===== src/rtl/biriscv_mul_issue_arb_if.sv =====
// Issue-slot and writeback bundle between the two issue pipes and the
// shared-multiplier arbiter.
interface biriscv_mul_issue_arb_if;
   logic        req0_valid_i;
   logic [4:0]  req0_rd_i;
   logic        req0_ready_o;
   logic        req1_valid_i;
   logic [4:0]  req1_rd_i;
   logic        req1_ready_o;
   logic        hold_i;
   logic        flush_i;
   logic        mul_valid_o;
   logic        mul_sel_o;
   logic        rsp_valid_o;
   logic        rsp_port_o;
   logic [4:0]  rsp_rd_o;
   logic [31:0] pending_mask_o;
   logic        busy_o;

   modport slave (
      input  req0_valid_i, req0_rd_i, req1_valid_i, req1_rd_i, hold_i, flush_i,
      output req0_ready_o, req1_ready_o, mul_valid_o, mul_sel_o,
             rsp_valid_o, rsp_port_o, rsp_rd_o, pending_mask_o, busy_o
   );

   modport master (
      output req0_valid_i, req0_rd_i, req1_valid_i, req1_rd_i, hold_i, flush_i,
      input  req0_ready_o, req1_ready_o, mul_valid_o, mul_sel_o,
             rsp_valid_o, rsp_port_o, rsp_rd_o, pending_mask_o, busy_o
   );
endinterface


===== src/rtl/biriscv_mul_issue_arb.sv =====
// Round-robin arbiter for the shared pipelined multiplier, with a shadow tag
// pipeline that tracks in-flight ops and produces the writeback strobe.
module biriscv_mul_issue_arb #(
   parameter int unsigned MUL_LATENCY = 2
) (
   input  logic                   clk_i,
   input  logic                   rst_i,
   biriscv_mul_issue_arb_if.slave bus
);
   localparam int Lat = int'(MUL_LATENCY);

   logic [Lat-1:0] r_vld;
   logic [Lat-1:0] r_port;
   logic [4:0]     r_rd [Lat];
   logic           r_rr;

   logic        w_ok;
   logic        w_gnt0;
   logic        w_gnt1;
   logic        w_any;
   logic [4:0]  w_rd;
   logic [31:0] w_mask;

   // Reset is folded in so the grant outputs drop without a clock edge.
   assign w_ok   = !bus.hold_i && !bus.flush_i && !rst_i;
   assign w_gnt0 = w_ok && bus.req0_valid_i && (!bus.req1_valid_i || !r_rr);
   assign w_gnt1 = w_ok && bus.req1_valid_i && (!bus.req0_valid_i || r_rr);
   assign w_any  = w_gnt0 || w_gnt1;
   assign w_rd   = w_gnt1 ? bus.req1_rd_i : (w_gnt0 ? bus.req0_rd_i : 5'd0);

   always_ff @(posedge clk_i or posedge rst_i) begin
      if (rst_i) begin
         r_vld  <= '0;
         r_port <= '0;
         r_rr   <= 1'b0;
         for (int k = 0; k < Lat; k++) begin
            r_rd[k] <= 5'd0;
         end
      end else begin
         // Pointer moves only on contested grants, to the loser.
         if (w_ok && bus.req0_valid_i && bus.req1_valid_i) begin
            r_rr <= ~w_gnt1;
         end
         if (bus.flush_i) begin
            r_vld <= '0;
         end else if (!bus.hold_i) begin
            r_vld   <= {r_vld[Lat-2:0], w_any};
            r_port  <= {r_port[Lat-2:0], w_gnt1};
            r_rd[0] <= w_rd;
            for (int k = 1; k < Lat; k++) begin
               r_rd[k] <= r_rd[k-1];
            end
         end
      end
   end

   always_comb begin
      w_mask = 32'd0;
      for (int k = 0; k < Lat; k++) begin
         if (r_vld[k]) begin
            w_mask[r_rd[k]] = 1'b1;
         end
      end
      w_mask[0] = 1'b0;
   end

   assign bus.req0_ready_o   = w_gnt0;
   assign bus.req1_ready_o   = w_gnt1;
   assign bus.mul_valid_o    = w_any;
   assign bus.mul_sel_o      = w_gnt1;
   assign bus.rsp_valid_o    = r_vld[Lat-1];
   assign bus.rsp_port_o     = r_vld[Lat-1] & r_port[Lat-1];
   assign bus.rsp_rd_o       = r_vld[Lat-1] ? r_rd[Lat-1] : 5'd0;
   assign bus.pending_mask_o = w_mask;
   assign bus.busy_o         = |r_vld;
endmodule


===== src/flat_wrapper.sv =====
// flat-port wrapper written by rule: the top's interface ports become plain ports
module biriscv_mul_issue_arb_flat 
#(
   parameter int unsigned MUL_LATENCY = 2
)
  (clk_i, rst_i, bus_req0_valid_i, bus_req0_rd_i, bus_req1_valid_i, bus_req1_rd_i, bus_hold_i, bus_flush_i, bus_req0_ready_o, bus_req1_ready_o, bus_mul_valid_o, bus_mul_sel_o, bus_rsp_valid_o, bus_rsp_port_o, bus_rsp_rd_o, bus_pending_mask_o, bus_busy_o);
  biriscv_mul_issue_arb_if bus_i ();
  input  logic clk_i;
  input  logic rst_i;
  input wire logic [$bits(bus_i.req0_valid_i)-1:0] bus_req0_valid_i;
  input wire logic [$bits(bus_i.req0_rd_i)-1:0] bus_req0_rd_i;
  input wire logic [$bits(bus_i.req1_valid_i)-1:0] bus_req1_valid_i;
  input wire logic [$bits(bus_i.req1_rd_i)-1:0] bus_req1_rd_i;
  input wire logic [$bits(bus_i.hold_i)-1:0] bus_hold_i;
  input wire logic [$bits(bus_i.flush_i)-1:0] bus_flush_i;
  output wire logic [$bits(bus_i.req0_ready_o)-1:0] bus_req0_ready_o;
  output wire logic [$bits(bus_i.req1_ready_o)-1:0] bus_req1_ready_o;
  output wire logic [$bits(bus_i.mul_valid_o)-1:0] bus_mul_valid_o;
  output wire logic [$bits(bus_i.mul_sel_o)-1:0] bus_mul_sel_o;
  output wire logic [$bits(bus_i.rsp_valid_o)-1:0] bus_rsp_valid_o;
  output wire logic [$bits(bus_i.rsp_port_o)-1:0] bus_rsp_port_o;
  output wire logic [$bits(bus_i.rsp_rd_o)-1:0] bus_rsp_rd_o;
  output wire logic [$bits(bus_i.pending_mask_o)-1:0] bus_pending_mask_o;
  output wire logic [$bits(bus_i.busy_o)-1:0] bus_busy_o;
  assign bus_i.req0_valid_i = bus_req0_valid_i;
  assign bus_i.req0_rd_i = bus_req0_rd_i;
  assign bus_i.req1_valid_i = bus_req1_valid_i;
  assign bus_i.req1_rd_i = bus_req1_rd_i;
  assign bus_i.hold_i = bus_hold_i;
  assign bus_i.flush_i = bus_flush_i;
  assign bus_req0_ready_o = bus_i.req0_ready_o;
  assign bus_req1_ready_o = bus_i.req1_ready_o;
  assign bus_mul_valid_o = bus_i.mul_valid_o;
  assign bus_mul_sel_o = bus_i.mul_sel_o;
  assign bus_rsp_valid_o = bus_i.rsp_valid_o;
  assign bus_rsp_port_o = bus_i.rsp_port_o;
  assign bus_rsp_rd_o = bus_i.rsp_rd_o;
  assign bus_pending_mask_o = bus_i.pending_mask_o;
  assign bus_busy_o = bus_i.busy_o;
  biriscv_mul_issue_arb #(.MUL_LATENCY(MUL_LATENCY)) u_core (.clk_i(clk_i), .rst_i(rst_i), .bus(bus_i));
endmodule

===== config.mk =====
export PLATFORM = sky130hd
export DESIGN_NAME = biriscv_mul_issue_arb_flat
export DESIGN_NICKNAME = d
export VERILOG_FILES = /design/src/rtl/biriscv_mul_issue_arb_if.sv /design/src/rtl/biriscv_mul_issue_arb.sv /design/src/flat_wrapper.sv
export SDC_FILE = /design/constraint.sdc
export NUM_CORES = 1
export LEC_CHECK = 0
export CORE_UTILIZATION = 42
export CTS_CLUSTER_DIAMETER = 100
export DETAILED_ROUTE_END_ITERATION = 10
export DONT_BUFFER_PORTS = 1
export SLEW_MARGIN = 20
export SYNTH_ARGS = -nofsm -noshare
export SYNTH_HDL_FRONTEND = slang
export SYNTH_SLANG_ARGS = --single-unit

===== constraint.sdc =====
create_clock -name clk_i -period 1.4 [get_ports clk_i]
set_input_delay 0.28 -clock clk_i [delete_from_list [all_inputs] [get_ports clk_i]]
set_output_delay 0.28 -clock clk_i [all_outputs]
set_load 0.02 [all_outputs]

==> results list, run 1 <==
- Leaving out filler cells and counting taps, the final layout contains 210.
* Power density over the cells: around 770 nW/µm²
- Counting cells, the worst reg-to-reg path comes to 3.
* Startpoint Class: flop
- Site row count: 18
- Of the total synthesized cell area, the portion taken by full adders, half adders and majority gates is 0%.
* Placer Congestion: 0.793
- Derived from the worst setup path, the maximum achievable clock frequency is 552 MHz.
- Run status: finished, violations left
* Final-report setup violation count: 35
- STA puts the critical path data arrival time at about 1.5 ns.
* DRT Wirelength: roughly 5 mm
* Share of cells above drive strength 1: ~74%
- Detailed routing placed a total of around 280 µm of wire on met3.
* Largest net degree at the start of global routing: 13
- sky130_fd_sc_hd__dfrtp_1 takes more of the synthesized area than any other cell.
- For this configuration, the core starts out at a cell density of between 40 and 50%.
- DR top layer: met4
- Number of sinks driven by the clock tree: 15
* Worst-case clock buffer depth: 2
- Counting I/O delays and the setup requirement, the final critical path takes about 1.8 ns.
* Synthesized-area fraction occupied by xor and xnor cells: less than 1%
* H-tree depth: 1
- Overall die area: about 2900 µm²
* Failing checks: negative hold slack, negative setup slack
- Counting distinct cell types in the post-synthesis netlist gives 31.
- Worst path slowest cell: sky130_fd_sc_hd__dfrtp_2
* Final routed wire length divided by cell count: approximately 24 µm
- Highest-count cells in the layout ignoring fill and taps: sky130_fd_sc_hd__buf_6, sky130_fd_sc_hd__buf_4, sky130_fd_sc_hd__o22ai_4
* Mux share of post-synthesis cell area: under 10%
* Total vias in the final route: between 1,000 and 1,500
- The area growth from synthesis to layout is 96.7%.
- Overall overflow remaining after global route: 0
* Clock skew: approximately 0.0046 ns
- In this run the cell area measured after placement is between 1500 and 2000 µm².
* Clock edge transition at the registers on the reported setup and hold paths: 0.09 ns
* Initial antenna violation count: 0
- Number of hold violations in the final report: 4
* Post-route design area: 2240 µm²
- In the final timing run, aggregate negative setup slack is -11.42 ns.
- Final critical-path setup slack: -0.413 ns
* Kind of cell adding the most delay to the critical path: flip-flops
- After synthesis, the largest family of logic cells by area is simple AND/OR/NAND/NOR gates.
- Share of the synthesized area in the top cell type: 32.9%
* Net count of the mapped netlist: roughly 140
- Placeable core region: around 2500 µm²
* Static power due to leakage: around 0.8 nW
* Slack of the worst reg-to-reg path: 0.07 ns
* Remaining antenna violation count: 0
* Cell at the root of the clock tree: sky130_fd_sc_hd__clkbuf_4
- Number of pins with negative max-slew slack in the final report: 0
- Unrepaired setup endpoints after global routing: true
- The worst setup path is captured at a primary output.
- The number of global-route vias before repair was 1,282.
* Residual DRC count: 0
- Setup CP Type: reg2out
- The die is about 54 µm tall.
- Flops & latches, synth: 15
* Worst Hold Margin: -0.0241 ns
- Buffers placed on the I/O ports in this run total 0.
- Cells fill about nine tenths of the core in the end.
- Diode insertion count for antenna repair: 0
- Max FO, Critical Path: 8
- Among the stages of the critical path, the cell type that occurs most often is sky130_fd_sc_hd__buf_6.
- Total routing usage reported by global routing: between 30% and 40%
* Total Nets Final: between 150 and 200
* Via-to-Cell Ratio: roughly 6.4
- Met1 WL: approximately 1.9 mm
* Clock latency at the later pin of the worst-skew pair: between 0.2 and 0.3 ns
- Across the run, the number of max-cap violations was 0.
* Total instance count after detailed placement: 192
* End of the worst register-to-register path: u_core.r_rd[8]$_DFFE_PP0N_
- Post-synthesis cell area: around 1100 µm²
- The first global-routing pass estimated about 6.3 mm of wire.
* Reg2Reg Launch Point: u_core.r_rr$_DFFE_PP0P_
- Iteration count of the initial detailed-routing pass: 4
- IR analysis of the VDD net gives a maximum drop of slightly above 0.0009 V.
- CTS tree: built
* HP Class: in2async
- Together, buffers and inverters on the worst path number 2.
* Overall die width: 54.1 µm
- Wire segments on met2 add up to approximately 2.6 mm in the final route.
- WP data required: ~1.1 ns
- Total CTS buffers: 3
* Compound-cell area share of the yosys netlist: 23.2%
- Worst setup slack after placement: -0.137 ns
- Number of primary I/O pins: 60
- Commonest non-fill, non-tap cell in the layout: sky130_fd_sc_hd__buf_6
- Number of warnings issued by yosys: 0
* Leading post-synthesis cells by cell area: sky130_fd_sc_hd__dfrtp_1, sky130_fd_sc_hd__o22ai_1, sky130_fd_sc_hd__nand3b_1, sky130_fd_sc_hd__mux2_2, sky130_fd_sc_hd__or3b_1
- Series of cell instances along the critical path: buf_6 > nand3b_1 > o22ai_2 > buf_6
- Synthesis produced a netlist whose cell count is approximately 130.
- On the worst path, the slowest cell contributes a delay of around 0.47 ns.
* Simple-gate area share of the yosys netlist: 27.6%
- Final clock period utilization by the worst path: 129%
* Sequential-to-total area share from yosys stat: 32.9%
- A synthesized cell averages 8.91 µm².
* Initial detailed-routing violation count: 37
* Post-detailed-placement half-perimeter wirelength: 2.73 mm
-- power by group --
group / leakage, nW / total [mW] / switching (mW) / internal [mW]
Clock: 0.0150 / 0.241 / 0.131 / 0.110
Sequential: 0.188 / 0.616 / 0.104 / 0.512
Combinational: 0.591 / 0.865 / 0.420 / 0.446
Total: 0.794 / 1.72 / 0.655 / 1.07
-- layer usage --
metal	vias to the layer above	track usage, %
met5	-	0
met4	0	10.3
met3	19	3.11
met2	80	58.5
met1	656	34.3
li1	597	-
-- through the flow --
step / total power, mW / hold WS, ns
after floorplan: 1.02 / 0.114
after detailed placement: 1.20 / 0.0584
after global placement: 1.18 / 0.0553
after global routing: 1.80 / -0.00172
after CTS: 1.61 / 0.0526
final: 1.72 / -0.0241
-- flip-flops by register name, summed over array words and instances (netlist names) --
register       count
u_core.r_rd       10
u_core.r_port      2
u_core.r_rr        1
u_core.r_vld       2
-- area by class of cell --
type / count / area [µm²]
flip-flops and latches: 15 / 384
inverters: 2 / 11.3
fillers: 113 / 278
well taps: 30 / 37.5
multi-input cells: 96 / 1160
repair buffers: 63 / 628
clock buffers: 4 / 26.3
-- worst max-delay path by stage --
stage                                      startpoint                endpoint  slack (ns)  cells after the start
after floorplan           u_core.r_vld[1]$_DFFE_PP0P_  bus_pending_mask_o[12]       -0.14                      4
after global placement     u_core.r_rd[4]$_DFFE_PP0N_   bus_pending_mask_o[1]       -0.11                      2
after detailed placement   u_core.r_rd[5]$_DFFE_PP0N_  bus_pending_mask_o[16]       -0.14                      3
after CTS                  u_core.r_rd[6]$_DFFE_PP0N_  bus_pending_mask_o[16]       -0.37                      3
after global routing       u_core.r_rd[9]$_DFFE_PP0N_   bus_pending_mask_o[4]       -0.54                      4
final                      u_core.r_rd[3]$_DFFE_PP0N_  bus_pending_mask_o[22]       -0.41                      4
-- Yosys cell counts --
| library cell | count |
|---|---|
| sky130_fd_sc_hd__o22ai_1 | 31 |
| sky130_fd_sc_hd__dfrtp_1 | 15 |
| sky130_fd_sc_hd__nand3b_1 | 9 |
| sky130_fd_sc_hd__buf_2 | 7 |
| sky130_fd_sc_hd__and2_1 | 6 |
| sky130_fd_sc_hd__mux2_2 | 6 |
| sky130_fd_sc_hd__or3b_1 | 6 |
| sky130_fd_sc_hd__a221o_1 | 5 |
| sky130_fd_sc_hd__nand2_1 | 5 |
| sky130_fd_sc_hd__buf_4 | 4 |
| sky130_fd_sc_hd__nor2_1 | 4 |
| sky130_fd_sc_hd__and2b_1 | 3 |
| sky130_fd_sc_hd__clkbuf_1 | 3 |
| sky130_fd_sc_hd__nand3_1 | 3 |
| sky130_fd_sc_hd__inv_1 | 2 |
| sky130_fd_sc_hd__nand2b_1 | 2 |
| sky130_fd_sc_hd__nor2b_1 | 2 |
| sky130_fd_sc_hd__or3_1 | 2 |
| sky130_fd_sc_hd__a21oi_1 | 1 |
| sky130_fd_sc_hd__and4_4 | 1 |
| sky130_fd_sc_hd__buf_6 | 1 |
| sky130_fd_sc_hd__conb_1 | 1 |
| sky130_fd_sc_hd__mux2i_1 | 1 |
| sky130_fd_sc_hd__nand4_1 | 1 |
| sky130_fd_sc_hd__nor2_4 | 1 |
| sky130_fd_sc_hd__nor4_1 | 1 |
| sky130_fd_sc_hd__o2111a_1 | 1 |
| sky130_fd_sc_hd__o21ai_0 | 1 |
| sky130_fd_sc_hd__or2_2 | 1 |
| sky130_fd_sc_hd__or3_2 | 1 |
| sky130_fd_sc_hd__xnor2_1 | 1 |
-- worst register-to-register path, stage by stage (launching register included) --
cell and delay, ns:
sky130_fd_sc_hd__dfrtp_1 0.41, sky130_fd_sc_hd__o2111a_2 0.28, sky130_fd_sc_hd__buf_4 0.16, sky130_fd_sc_hd__a221o_1 0.36
-- logic make-up (layout without fill, tap and decap cells) --
logic type      after synthesis  count (layout)
xor+xnor                      1               1
flops                        15              15
mux                           7               7
simple gates                 48              48
other cells                   1               1
compound gates               39              39
buf+inv                      17              69
-- timing repair --
action                                  4_1_cts  5_1_grt
endpoints found under the hold margin        15        0
hold buffers                                  1        0
gates resized for setup                      60       14
buffers inserted                              9        5
endpoints found under the setup margin       38       41
pin swaps                                    23       12
(Power assumes the default switching activity.)
==> run 2: changes to the inputs <==
==> constraint.sdc (replaced) <==
create_clock -name clk_i -period 2.03 [get_ports clk_i]
set_input_delay 0.406 -clock clk_i [delete_from_list [all_inputs] [get_ports clk_i]]
set_output_delay 0.406 -clock clk_i [all_outputs]
set_load 0.02 [all_outputs]
==> run 2 against run 1 <==
The flow now finishes without violations. Clock power down 32%. Non-clock buffer count decreased by 24. Final cell count down 11%. Power is 54% lower. Worst setup slack better by 0.47 ns. Final area fell by 37%. Routed wire length is 41% lower. Via count is 15% lower. First-iteration DRC count is 11% higher. Sequential power shrank 31%. Highest routed layer unchanged.
==> results list, run 2 (synthesis results as in run 1) <==
- Run status: complete, no violations
- Via-to-Cell Ratio: 6.16 (-4.3%)
- The net total in the final layout came to 173 (-12%).
- Cell at the root of the clock tree: sky130_fd_sc_hd__clkbuf_4
- The maximum level of the CTS H-tree came to 1 (unchanged).
* Reported max-cap violation count: 0 (unchanged)
- The total power per unit cell area came to 561 nW/µm² (-27%).
- Placer Congestion: 0.779 (-1.8%)
- End of the worst register-to-register path: u_core.r_rd[7]$_DFFE_PP0N_
- Number of pins with negative max-slew slack in the final report: 0 (unchanged)
* FF-to-FF path depth: 3 (unchanged)
* Wire length of the first global-routing pass: 4.42 mm (-30%)
* CTS tree: built
- Effective utilization at floorplan: 45.2% (unchanged)
* Overall overflow remaining after global route: 0 (unchanged)
- Overall die width: 54.1 µm (unchanged)
- For this run, the top clock speed supported by timing is 507 MHz.
- Setup repair after global routing left no endpoint under its margin.
- Total vias in the final route: 1,146 (-15%)
- Commonest non-fill, non-tap cell in the layout: sky130_fd_sc_hd__buf_4
- The first-iteration detailed-routing DRC count came to 41 (+11%).
- The flip-flop count of the largest register after layout came to 10 (unchanged).
* Number of sinks driven by the clock tree: 15 (unchanged)
* Static power due to leakage: 0.611 nW (-23%)
- Final routed wire length divided by cell count: 15.9 µm (-33%)
* Post-detailed-placement half-perimeter wirelength: 2.20 mm (-19%)
- Setup CP Type: reg2out
* Instance area after placement: 1380 µm² (-25%)
* Registers with the most flip-flops: u_core.r_rd: 10 flops, u_core.r_port: 2 flops, u_core.r_vld: 2 flops
- The number of cells in the finished layout apart from fillers was 186 (-11%).
- Site row count: 18 (unchanged)
* Worst-case clock buffer depth: 2 (unchanged)
* Post-layout total power: 0.796 mW (-54%)
- Diode insertion count for antenna repair: 0 (unchanged)
- Post-route design area: 1420 µm² (-37%)
- The number of failing hold endpoints at the final stage was 0 (-4).
- Post-route minimum period: ~2 ns
- The final wirelength came to 2.96 mm (-41%).
- The die footprint was 2930 µm² (unchanged).
- Syn-to-layout area delta: 24.5%
- The port buffer count was 0 (unchanged).
- The total DRC errors in the routed layout is 0 (unchanged).
- The largest net degree at the start of global routing was 18 (+5).
- Highest-count cells in the layout ignoring fill and taps: sky130_fd_sc_hd__buf_4, sky130_fd_sc_hd__o22ai_1, sky130_fd_sc_hd__nand3b_1, sky130_fd_sc_hd__dfrtp_1
- Reg2Reg Launch Point: u_core.r_rr$_DFFE_PP0P_
- Slack of the worst reg-to-reg path: 0.53 ns (+0.46 ns)
- Clock edge transition at the registers on the reported setup and hold paths: 0.08 ns (about the same)
* Startpoint Class: flop
- Clock latency at the later pin of the worst-skew pair: 0.27 ns (about the same)
- Nature of the critical path endpoint: primary output
* Remaining antenna violation count: 0 (unchanged)
- Share of cells above drive strength 1: 37.8% (-37 points)
* Total CTS buffers: 3 (unchanged)
- Placeable core region: 2520 µm² (unchanged)
- Clock skew: 0.000733 ns (-0.00385 ns)
- The required time of the critical path came to 1.62 ns (+0.50 ns).
- The worst path arrival time was 1.57 ns (+0.04 ns).
* Total instance count after detailed placement: 181 (-5.7%)
* Iteration count of the initial detailed-routing pass: 4 (unchanged)
* Total routing usage reported by global routing: 20.9% (-9.6 points)
* Final clock period utilization by the worst path: between 90 and 100%
- Vertical extent of the die: 54.1 µm (unchanged)
- Most flops, register: u_core.r_rd
* Worst Hold Margin: 0.0501 ns (+0.0742 ns)
- Max FO, Critical Path: 7 (-1)
- The number of endpoints failing setup at the final stage is 0 (-100%).
- Worst IR drop on VDD: 0.000562 V (-39%)
- The sum of negative setup slack is 0 ns (+11.42 ns).
- The boundary pin count was 60 (unchanged).
- HP Class: in2async
- The number of global-route vias before repair came to 1,022 (-20%).
* Initial antenna violation count: 0 (unchanged)
## run 2: cell types whose count changed in the layout (fill, tap and decap cells not counted), sizes merged
| cell | change |
|---|---|
| inv | +1 |
| buf | -23 |
| dlymetal6s4s | -1 |
| clkinvlp | -1 |
## run 2: routing by layer
| metal | track usage (%) | vias to the layer above | share of wire, % | routed length [µm] |
|---|---|---|---|---|
| met3 | 2.54 | 4 | 8.6 | 254 |
| met4 | 9.40 | 0 | 0.88 | 26 |
| li1 | - | 545 | - | - |
| met5 | 0 | - | 0 | 0 |
| met1 | 25.5 | 524 | 44 | 1300 |
| met2 | 36.2 | 73 | 46 | 1370 |
## run 2: worst max-delay path: stages (launching register included)
cell	delay (ns)
sky130_fd_sc_hd__dfrtp_1	0.46
sky130_fd_sc_hd__or3b_4	0.46
sky130_fd_sc_hd__o22ai_1	0.20
sky130_fd_sc_hd__buf_4	0.17
## run 2: repair_timing
| item | 4_1_cts | 5_1_grt |
|---|---|---|
| hold buffers | 0 | 0 |
| setup buffers | 0 | 1 |
| setup endpoints to repair | 0 | 16 |
| resized for setup | 0 | 7 |
## run 2: area by class of cell
cell class | instances | area [µm²]
Clock buffer | 4 | 26.3
Fill cell | 229 | 1100
Timing Repair Buffer | 39 | 293
Tap cell | 30 | 37.5
Multi-Input combinational cell | 96 | 673
Inverter | 2 | 7.51
Sequential cell | 15 | 383
## run 2: report_power, final
group | leakage (nW) | total [mW] | internal, mW | switching (mW)
Combinational | 0.406 | 0.205 | 0.102 | 0.103
Sequential | 0.190 | 0.428 | 0.353 | 0.0751
Clock | 0.0150 | 0.163 | 0.0762 | 0.0866
## run 2: worst max-delay path by stage
| stage | start | end | slack (ns) | cells after the start |
|---|---|---|---|---|
| after floorplan | u_core.r_vld[1]$_DFFE_PP0P_ | bus_pending_mask_o[2] | 0.14 | 5 |
| after global placement | u_core.r_vld[0]$_DFFE_PP0P_ | bus_pending_mask_o[24] | 0.33 | 3 |
| after detailed placement | u_core.r_vld[0]$_DFFE_PP0P_ | bus_pending_mask_o[12] | 0.33 | 3 |
| after CTS | u_core.r_vld[0]$_DFFE_PP0P_ | bus_pending_mask_o[12] | 0.01 | 3 |
| after global routing | u_core.r_vld[0]$_DFFE_PP0P_ | bus_pending_mask_o[20] | 0.0002 | 3 |
| final | u_core.r_vld[0]$_DFFE_PP0P_ | bus_pending_mask_o[20] | 0.06 | 3 |
## run 2: stage by stage
stage	utilization (%)	setup slack (ns)
after global placement	54.6	0.333
after floorplan	-	0.143
after CTS	55.6	0.0124
after global routing	56.3	0.000197
after detailed placement	54.6	0.333
final	56.3	0.0580
==> run 3: changes to the inputs <==
--- a/config.mk
+++ b/config.mk
@@ -5,6 +5,7 @@
 export SDC_FILE = /design/constraint.sdc
 export NUM_CORES = 1
 export LEC_CHECK = 0
+export CORE_MARGIN = 2
 export CORE_UTILIZATION = 42
 export CTS_CLUSTER_DIAMETER = 100
 export DETAILED_ROUTE_END_ITERATION = 10
==> run 3 against run 2 <==
Non-clock buffer count fell by 2. Worst setup slack improved by 0.013 ns. Sequential power barely moved. Via count fell by 1.9%. Combinational power fell by 2%. Routed wire length fell by 3.3%. Clock power fell by 5%. Critical endpoint is now bus_pending_mask_o[12]. Largest cell class unchanged.
==> results list, run 3 (synthesis results as in run 1) <==
- Run status: complete, no violations
- The post-route standard cell area excluding fillers came to 1400 µm² (-1.1%).
- The cell sitting at the root of the clock tree is a sky130_fd_sc_hd__clkbuf_4.
- Worst IR drop on VDD: 0.000396 V (-30%)
- The number of cells in the finished layout apart from fillers is 184 (-1.1%).
- The total power per unit cell area is 558 nW/µm² (-0.51%).
- Max FO, Critical Path: 7 (unchanged)
- Part of the power in registers: 54.6% (+0.8 points)
- Total CTS buffers: 3 (unchanged)
- The number of pins exceeding their max-slew limit in the final report came to 0 (unchanged).
- The highest attainable clock frequency came to 511 MHz (+0.68%).
* Clock edge transition at the registers on the reported setup and hold paths: 0.08 ns (about the same)
- The die boundary height came to 56.1 µm (+3.7%).
- The post-route core utilization was 55.7% (-0.64 points).
* WP data required: 1.62 ns (about the same)
* Final critical-path setup slack: 0.0714 ns (+0.0134 ns)
- Bufs and invs on worst path: 1 (unchanged)
- The max-cap violation count came to 0 (unchanged).
* P_sw: 0.254 mW (-4.0%)
- The cell count after placement is 180 (-0.55%).
- Net switching share of the total power: 32.5% (-0.79 points)
* Kind of cell adding the most delay to the critical path: flip-flops
- The number of sinks on the clock net came to 15 (unchanged).
* Total routing usage reported by global routing: 18.1% (-2.8 points)
- The buffer depth of the longest clock path was 2 (unchanged).
- Reg2Reg Launch Point: u_core.r_rr$_DFFE_PP0P_
- The delay of the slowest cell on the worst path was 0.46 ns (about the same).
- The via-per-instance ratio was 6.11 (-0.85%).
- The number of global-route vias before repair was 1,096 (+7.2%).
- Instance area after placement: 1370 µm² (-0.55%)
* Number of primary I/O pins: 60 (unchanged)
* Commonest non-fill, non-tap cell in the layout: sky130_fd_sc_hd__buf_4
- Final routed wire length divided by cell count: 15.5 µm (-2.3%)
* End of the worst register-to-register path: u_core.r_rd[9]$_DFFE_PP0N_
- Post-CTS Hold Fix Bufs: 0 (unchanged)
- Relative contribution of the clock network to total power: 19.8% (-0.6 points)
- Overall die area: 3150 µm² (+7.5%)
- Setup CP Type: reg2out
- Initial antenna violation count: 0 (unchanged)
- Walking the worst path, the cells encountered are or3b_4 > o22ai_1 > buf_4.
- Overall overflow remaining after global route: 0 (unchanged)
- The total DRC errors in the routed layout was 0 (unchanged).
- The area of the core region was 2520 µm² (unchanged).
* Total vias in the final route: 1,124 (-1.9%)
- TritonCTS built the clock tree.
- Most flops, register: u_core.r_rd
- The port buffer count is 0 (unchanged).
- The worst setup path is launched from a flop.
- The number of endpoints failing setup at the final stage is 0 (unchanged).
- The fraction of the cycle the final worst path needs is 96.5% (-0.66 points).
- From synthesis to final layout, the design area changed by 23.0%.
- Clock latency at the later pin of the worst-skew pair: 0.27 ns (about the same)
- The global-route wire length before repair was 4.77 mm (+8.1%).
- Total negative setup slack: 0 ns (unchanged)
- Largest net degree at the start of global routing: 18 (unchanged)
* Initial detailed-routing violation count: 36 (-12%)
- Combinational cell fraction of total power: 25.7% (about the same)
- FF-to-FF path depth: 3 (unchanged)
- Arrival time worst endpoint: 1.55 ns (-0.02 ns)
* H-tree depth: 1 (unchanged)
* Iteration count of the initial detailed-routing pass: 4 (unchanged)
- The path class of the tightest hold or removal check is in2async.
- The final wirelength came to 2.86 mm (-3.3%).
- Setup repair after global routing left no endpoint under its margin.
- Site row count: 18 (unchanged)
* Post-route minimum period: 1.96 ns (-0.0134 ns)
* Highest-count cells in the layout ignoring fill and taps: sky130_fd_sc_hd__buf_4, sky130_fd_sc_hd__o22ai_1, sky130_fd_sc_hd__dfrtp_1
- Placer Congestion: 0.831 (+6.7%)
- Post-detailed-placement half-perimeter wirelength: 2.27 mm (+3.1%)
* Overall die width: 56.1 µm (+3.7%)
* Nature of the critical path endpoint: primary output
- The flip-flop count of the largest register after layout came to 10 (unchanged).
- The internal power component was 0.529 mW (-0.49%).
- Registers with the most flip-flops: u_core.r_rd: 10 flops, u_core.r_port: 2 flops, u_core.r_vld: 2 flops
- The number of failing hold endpoints at the final stage was 0 (unchanged).
- Worst Hold Margin: 0.0499 ns (-0.000166 ns)
* Diode insertion count for antenna repair: 0 (unchanged)
- Worst path slowest cell: sky130_fd_sc_hd__dfrtp_1
- Slack of the worst reg-to-reg path: 0.51 ns (-0.02 ns)
- The antenna violation net count after detailed routing was 0 (unchanged).
- Clock skew: 0.00259 ns (+0.00186 ns)
- Total Nets Final: 171 (-1.2%)
- Static power due to leakage: 0.602 nW (-1.3%)
- The post-placement setup slack was 0.310 ns (-0.0224 ns).
* Post-layout total power: 0.783 mW (-1.7%)
* Effective utilization at floorplan: 45.2% (unchanged)
* Share of cells above drive strength 1: 36.4% (-1.5 points)
## run 3: worst reg2reg max path: stages (launching register included)
cell and delay [ns]:
sky130_fd_sc_hd__dfrtp_1 0.41, sky130_fd_sc_hd__o2111a_1 0.41, sky130_fd_sc_hd__buf_4 0.24, sky130_fd_sc_hd__a221o_1 0.35
## run 3: power by group through the flow
stage | Combinational [mW] | Sequential [mW] | Clock, mW
after global placement | 0.194 | 0.425 | 0
after global routing | 0.226 | 0.442 | 0.180
after detailed placement | 0.200 | 0.431 | 0
final | 0.201 | 0.427 | 0.155
after floorplan | 0.215 | 0.378 | 0
after CTS | 0.200 | 0.424 | 0.165
## run 3: worst max-delay path by stage
stage | slack, ns | cells past startpoint | endpoint | start
6_report | 0.07 | 3 | bus_pending_mask_o[12] | u_core.r_vld[0]$_DFFE_PP0P_
5_1_grt | 0.001 | 4 | bus_pending_mask_o[2] | u_core.r_vld[1]$_DFFE_PP0P_
4_1_cts | 0.002 | 3 | bus_pending_mask_o[16] | u_core.r_vld[0]$_DFFE_PP0P_
3_5_place_dp | 0.31 | 3 | bus_pending_mask_o[16] | u_core.r_vld[0]$_DFFE_PP0P_
3_3_place_gp | 0.34 | 3 | bus_pending_mask_o[24] | u_core.r_vld[0]$_DFFE_PP0P_
2_1_floorplan | 0.14 | 5 | bus_pending_mask_o[2] | u_core.r_vld[1]$_DFFE_PP0P_
## run 3: layer usage
| layer | track usage, % | wire (µm) | share of wire [%] | vias to the layer above |
|---|---|---|---|---|
| met5 | 0 | 0 | 0 | - |
| met4 | 6.46 | 0 | 0 | 0 |
| met3 | 4.65 | 288 | 10 | 0 |
| met2 | 29.2 | 1280 | 45 | 68 |
| met1 | 23.2 | 1290 | 45 | 511 |
| li1 | - | - | - | 545 |
## run 3: area by class of cell
type                            count  area [µm²]
Fill cell                         235        1120
Tap cell                           30        37.5
Sequential cell                    15         382
Inverter                            2        7.51
Timing Repair Buffer               37         278
Multi-Input combinational cell     96         673
Clock buffer                        4        26.3
## run 3: what timing repair did
item | in CTS | in global routing
setup buffers | 0 | 0
hold endpoints to repair | 0 | 0
gates resized for setup | 0 | 6
endpoints found under the setup margin | 0 | 13
